--- config.mk ---
export PLATFORM = sky130hd
export DESIGN_NAME = rob_snoop_rs
export DESIGN_NICKNAME = d
export VERILOG_FILES = /design/src/rtl/rob_snoop_rs.sv
export SDC_FILE = /design/constraint.sdc
export NUM_CORES = 2
export LEC_CHECK = 0
export CAP_MARGIN = 10
export CORE_MARGIN = 5
export CORE_UTILIZATION = 35
export DETAILED_ROUTE_END_ITERATION = 12
export PLACE_DENSITY = 0.64
export SYNTH_ARGS = -nofsm -noshare
export SYNTH_HDL_FRONTEND = slang
export SYNTH_SLANG_ARGS = --single-unit
--- constraint.sdc ---
create_clock -name clk -period 19 [get_ports clk]
set_clock_uncertainty 0.1 [all_clocks]
set_input_delay 3.8 -clock clk [delete_from_list [all_inputs] [get_ports clk]]
set_output_delay 3.8 -clock clk [all_outputs]
set_load 0.1 [all_outputs]
--- src/rtl/rob_snoop_rs.sv ---
// ALU reservation station: age-ordered compacting queue that snoops the ROB result
// broadcast and issues the oldest ready op through a one-stage issue register.
// Optional: define RS_ISSUE_BYPASS_EN to let a fully ready dispatch load the issue register directly.
module rob_snoop_rs #(
    parameter int unsigned ENTRIES = 4,
    parameter int unsigned TAG_W   = 3,
    parameter int unsigned DATA_W  = 32,
    parameter int unsigned OP_W    = 6
) (
    input  logic                               clk,
    input  logic                               rst,
    input  logic                               disp_valid,
    output logic                               disp_ready,
    input  logic [OP_W-1:0]                    disp_op,
    input  logic [TAG_W-1:0]                   disp_dest_tag,
    input  logic                               disp_src1_rdy,
    input  logic                               disp_src2_rdy,
    input  logic [DATA_W-1:0]                  disp_src1_val,
    input  logic [DATA_W-1:0]                  disp_src2_val,
    input  logic [TAG_W-1:0]                   disp_src1_tag,
    input  logic [TAG_W-1:0]                   disp_src2_tag,
    input  logic                               bc_valid,
    input  logic [TAG_W-1:0]                   bc_tag,
    input  logic [DATA_W-1:0]                  bc_data,
    input  logic                               flush,
    output logic                               iss_valid,
    input  logic                               iss_ready,
    output logic [OP_W-1:0]                    iss_op,
    output logic [TAG_W-1:0]                   iss_dest_tag,
    output logic [DATA_W-1:0]                  iss_src1,
    output logic [DATA_W-1:0]                  iss_src2,
    output logic [$clog2(ENTRIES+1)-1:0]       occupancy
);

    localparam int unsigned CNT_W = $clog2(ENTRIES + 1);
    localparam int unsigned IDX_W = (ENTRIES > 1) ? $clog2(ENTRIES) : 1;

    typedef struct packed {
        logic [OP_W-1:0]   op;
        logic [TAG_W-1:0]  dest;
        logic              s1_rdy;
        logic [DATA_W-1:0] s1_val;
        logic [TAG_W-1:0]  s1_tag;
        logic              s2_rdy;
        logic [DATA_W-1:0] s2_val;
        logic [TAG_W-1:0]  s2_tag;
    } ent_t;

    ent_t              ent_q [ENTRIES];
    ent_t              ent_d [ENTRIES];
    logic [CNT_W-1:0]  cnt_q, cnt_d, cnt_rm;
    logic              iss_valid_q, iss_valid_d;
    logic [OP_W-1:0]   iss_op_q, iss_op_d;
    logic [TAG_W-1:0]  iss_dest_q, iss_dest_d;
    logic [DATA_W-1:0] iss_src1_q, iss_src1_d;
    logic [DATA_W-1:0] iss_src2_q, iss_src2_d;

    logic              any_rdy, iss_free, do_issue, disp_fire, disp_wr, byp;
    logic [IDX_W-1:0]  sel;
    ent_t              disp_ent;

    // Capture a matching broadcast into any source still waiting on it.
    function automatic ent_t wake(input ent_t e, input logic v, input logic [TAG_W-1:0] t,
                                  input logic [DATA_W-1:0] d);
        ent_t r;
        r = e;
        if (v && !e.s1_rdy && (e.s1_tag == t)) begin
            r.s1_rdy = 1'b1;
            r.s1_val = d;
        end
        if (v && !e.s2_rdy && (e.s2_tag == t)) begin
            r.s2_rdy = 1'b1;
            r.s2_val = d;
        end
        return r;
    endfunction

    assign disp_ready = (cnt_q < CNT_W'(ENTRIES));
    assign iss_free   = !iss_valid_q || iss_ready;
    assign disp_fire  = disp_valid && disp_ready;
    assign do_issue   = iss_free && any_rdy;
    assign cnt_rm     = cnt_q - CNT_W'(do_issue);
    assign disp_wr    = disp_fire && !byp;

    always_comb begin
        disp_ent = ent_t'{disp_op, disp_dest_tag, disp_src1_rdy, disp_src1_val, disp_src1_tag,
                          disp_src2_rdy, disp_src2_val, disp_src2_tag};
        disp_ent = wake(disp_ent, bc_valid, bc_tag, bc_data);
    end

`ifdef RS_ISSUE_BYPASS_EN
    assign byp = disp_fire && iss_free && !any_rdy && disp_ent.s1_rdy && disp_ent.s2_rdy;
`else
    assign byp = 1'b0;
`endif

    // Oldest entry whose operands were both ready at the start of the cycle.
    always_comb begin
        any_rdy = 1'b0;
        sel     = '0;
        for (int unsigned i = 0; i < ENTRIES; i++) begin
            if (!any_rdy && (CNT_W'(i) < cnt_q) && ent_q[IDX_W'(i)].s1_rdy
                && ent_q[IDX_W'(i)].s2_rdy) begin
                any_rdy = 1'b1;
                sel     = IDX_W'(i);
            end
        end
    end

    // Shift out the issued entry, wake at post-shift positions, append the dispatch.
    always_comb begin
        for (int unsigned j = 0; j < ENTRIES; j++) begin
            if (do_issue && (IDX_W'(j) >= sel) && (j < ENTRIES - 1)) begin
                ent_d[j] = ent_q[IDX_W'(j + 1)];
            end else begin
                ent_d[j] = ent_q[IDX_W'(j)];
            end
            if (CNT_W'(j) < cnt_rm) begin
                ent_d[j] = wake(ent_d[j], bc_valid, bc_tag, bc_data);
            end
            if (disp_wr && (CNT_W'(j) == cnt_rm)) begin
                ent_d[j] = disp_ent;
            end
        end
        cnt_d = cnt_rm + CNT_W'(disp_wr);
        if (flush) begin
            cnt_d = '0;
        end
    end

    always_comb begin
        iss_valid_d = iss_valid_q;
        iss_op_d    = iss_op_q;
        iss_dest_d  = iss_dest_q;
        iss_src1_d  = iss_src1_q;
        iss_src2_d  = iss_src2_q;
        if (do_issue) begin
            iss_valid_d = 1'b1;
            iss_op_d    = ent_q[sel].op;
            iss_dest_d  = ent_q[sel].dest;
            iss_src1_d  = ent_q[sel].s1_val;
            iss_src2_d  = ent_q[sel].s2_val;
        end else if (byp) begin
            iss_valid_d = 1'b1;
            iss_op_d    = disp_ent.op;
            iss_dest_d  = disp_ent.dest;
            iss_src1_d  = disp_ent.s1_val;
            iss_src2_d  = disp_ent.s2_val;
        end else if (iss_ready) begin
            iss_valid_d = 1'b0;
        end
        if (flush) begin
            iss_valid_d = 1'b0;
        end
    end

    always_ff @(posedge clk or posedge rst) begin
        if (rst) begin
            cnt_q       <= '0;
            iss_valid_q <= 1'b0;
            iss_op_q    <= '0;
            iss_dest_q  <= '0;
            iss_src1_q  <= '0;
            iss_src2_q  <= '0;
            for (int unsigned j = 0; j < ENTRIES; j++) begin
                ent_q[j] <= '0;
            end
        end else begin
            cnt_q       <= cnt_d;
            iss_valid_q <= iss_valid_d;
            iss_op_q    <= iss_op_d;
            iss_dest_q  <= iss_dest_d;
            iss_src1_q  <= iss_src1_d;
            iss_src2_q  <= iss_src2_d;
            for (int unsigned j = 0; j < ENTRIES; j++) begin
                ent_q[j] <= ent_d[j];
            end
        end
    end

    assign occupancy    = cnt_q;
    assign iss_valid    = iss_valid_q;
    assign iss_op       = iss_op_q;
    assign iss_dest_tag = iss_dest_q;
    assign iss_src1     = iss_src1_q;
    assign iss_src2     = iss_src2_q;

endmodule

==> metrics <==
share of the clock period used by the worst path=42.2%; dpl cells=between 3,000 and 4,000; Final Routed Wirelength=between 70,000 and 80,000 microns; Rows=91; final setup vio count=0; Setup Buffers After CTS=0; Syn Nets=around 2,200; number of library cell types mapped by synthesis=55; fin nets=between 2,000 and 2,500; Port Buffers=199; sequential element share of the synthesized area=46.0%; total power=5.84 mW; vias per cell=5.82; crit path time final=about 8000 ps; grt ovf=0; die area=67,400 sq um; fraction of layout cells with a size suffix above 1=12.6%; Achievable Freq=0.125 GHz; largest net degree at the start of global routing=117; Pleak=12.2 nW; DRT iter0 DRCs=1,695; DRT antenna net count=0; Pwr Density=222 nW/um^2; vias in the first global route=between 15,000 and 20,000; Clock Pin Slew Worst Setup and Hold Paths=60 ps; Die Width=260 microns; post-place instance area=roughly 25,000 sq um; Logic pwr share=roughly 56%; CTS resizes=0; Hold WC Path Type=reg -> reg; Register-to-Register Path Depth=12; Peak supply drop=0.143 mV; drt first pass iters=6; final core occ=42.5%; clock sinks=401; hold_ws=402 ps; maxcap violations=0; ys flop type=dfrtp_1; via count=18,021; worst slew pin tran=1210 ps; status=finished, final reports clean; DP HPWL=46,800 microns; fin area=26,200 sq um; Hold Buf Count CTS=0; P_sw=~2.8 mW; TNS Setup=0 ps; io pins=200; initial antenna violation count=15; Layout Cells excl Fill=approximately 3,100; RSZ-0062 raised after global routing=no; Post-Syn Area=21,800 sq um; clk buf depth=3; first-pass GRT wire length=116,000 microns; Seq cells post-synth=401; Crit path required time=19,360 ps; CP Max Fanout=32; CP endpoint kind=flip-flop; Synth Warn #=0; Async S/R FF share, synth=100%; Routed wire per std cell=24.6 microns; Mean Syn Cell Area=10.4 sq um; Clock Latency Late Sink=580 ps; TritonCTS clock tree=yes; worst setup path class=in -> reg; Sw Ratio=a little under half; dpl ws=10,480 ps; worst setup margin=10,990 ps; Initial Util=between 30 and 40%; Max Slew Vio Count=0; detailed-route DRC error count=0; fill cell count=5,889; Post-synth EDFFs=0; die height=between 200 and 300 microns; Cells on Worst Hold Path=2; Root Driver=clkbuf_16; internal power=about 3 mW; core area=just over 60,000 sq um; final hold vios=0; H-tree depth=2; CTS Buf Count=47; Clk network pwr share=15.8%; part of the power in registers=roughly 28%; Mapped Cells=2,094; WP data arrival=8370 ps; area growth from synthesis to layout=20.3%; Global Route Usage Sum=21.9%; Slew HR=19.0%; Placer Congestion=0.882; CP Launch Type=input port
[cell families after synthesis]
group	Yosys count	share of synthesized area, %
buf+inv	199	4.02
mux	475	22.2
fa+ha+maj	4	0.229
xor+xnor	24	0.964
flops	401	46.0
simple gates	601	11.1
compound gates	390	15.4
[cells in the mapped netlist (3+ instances only)]
library cell | n | area share (%)
o221ai_1 | 96 | 3.9
buf_2 | 49 | 1.1
xor2_1 | 17 | 0.68
o22ai_1 | 64 | 1.8
o21ai_0 | 23 | 0.53
a31oi_1 | 32 | 0.92
mux2i_1 | 400 | 18
nand2b_1 | 15 | 0.43
nand2_1 | 281 | 4.8
a22oi_1 | 5 | 0.17
a221oi_1 | 4 | 0.16
nor2_1 | 251 | 4.3
nor4b_1 | 4 | 0.16
ha_1 | 4 | 0.23
nand3_1 | 6 | 0.14
buf_6 | 7 | 0.36
dfrtp_1 | 401 | 46
or2_2 | 3 | 0.086
nand3b_1 | 3 | 0.10
a221oi_2 | 61 | 4.2
nor3_2 | 3 | 0.14
or3_1 | 3 | 0.086
buf_1 | 23 | 0.40
clkbuf_1 | 78 | 1.3
nor3_1 | 14 | 0.32
a21oi_1 | 46 | 1.1
xnor2_1 | 7 | 0.28
inv_1 | 38 | 0.65
nor4_1 | 4 | 0.11
a221o_1 | 32 | 1.5
mux2_2 | 75 | 3.9
nor2b_1 | 10 | 0.29
buf_4 | 4 | 0.14
[per-layer routing]
layer,global-route usage (%),vias up,part of all wire (%)
met5,0,-,0.051
met3,5.15,187,8.2
met4,7.29,6,3.2
met2,36.2,833,48
met1,28.5,9104,41
li1,-,7891,-
[cells in the final DEF (no fill, tap or decap), types with 42 or more instances in the layout]
cell and n:
dfrtp_1 401, mux2i_1 400, nand2_1 280, nor2_1 245, clkdlybuf4s50_1 199, o221ai_1 96
mux2_2 75, o22ai_1 64, a221oi_2 61, clkbuf_16 49, a21oi_1 42
[flip-flops by register name, indices dropped and copies added, names as in the netlist]
name and flops:
ent_q 324, iss_src1 32, iss_src2 32, iss_op 6, iss_dest_tag 3, occupancy 3, iss_valid 1
[final timing paths]
check | start | to | slack (ps)
hold reg to reg | ent_q[79]$_DFFE_PP0P_ | ent_q[79]$_DFFE_PP0P_ | 400
hold / removal | ent_q[79]$_DFFE_PP0P_ | ent_q[79]$_DFFE_PP0P_ | 400
setup / recovery | iss_ready | ent_q[302]$_DFF_PP0_ | 10990
setup reg to reg | occupancy[2]$_DFF_PP0_ | ent_q[302]$_DFF_PP0_ | 13710
min in group asynchronous | rst | iss_src2[6]$_DFFE_PP0P_ | 3690
max in group asynchronous | rst | ent_q[249]$_DFF_PP0_ | 12660
[power by group through the flow]
stage          clock [mW]  combinational (mW)  sequential (mW)
2_1_floorplan           0                1.90             2.09
3_5_place_dp            0                3.26             1.64
6_report            0.920                3.28             1.63
4_1_cts             0.937                3.27             1.63
3_3_place_gp            0                3.18             1.62
5_1_grt             0.968                3.49             1.69
[final cells by class]
type,count,area (sq um),share of cell area (%)
Multi-Input combinational cell,1494,11200,42.5
Sequential cell,401,10000,38.3
Timing Repair Buffer,232,2250,8.59
Clock buffer,74,1450,5.53
Tap cell,837,1050,3.99
Inverter,38,150,0.572
Clock inverter,12,118,0.448
Antenna cell,10,25.0,0.0954
[worst max-delay path, stage by stage]
cell and delay, ps:
clkdlybuf4s50_1 410, nor2b_1 700, nor2_4 380, ha_1 320, ha_1 230, xor2_1 350, o21ai_0 360, o31ai_4 950
buf_4 470, a21oi_1 80, a221o_1 280
(Power assumes the default switching activity.)
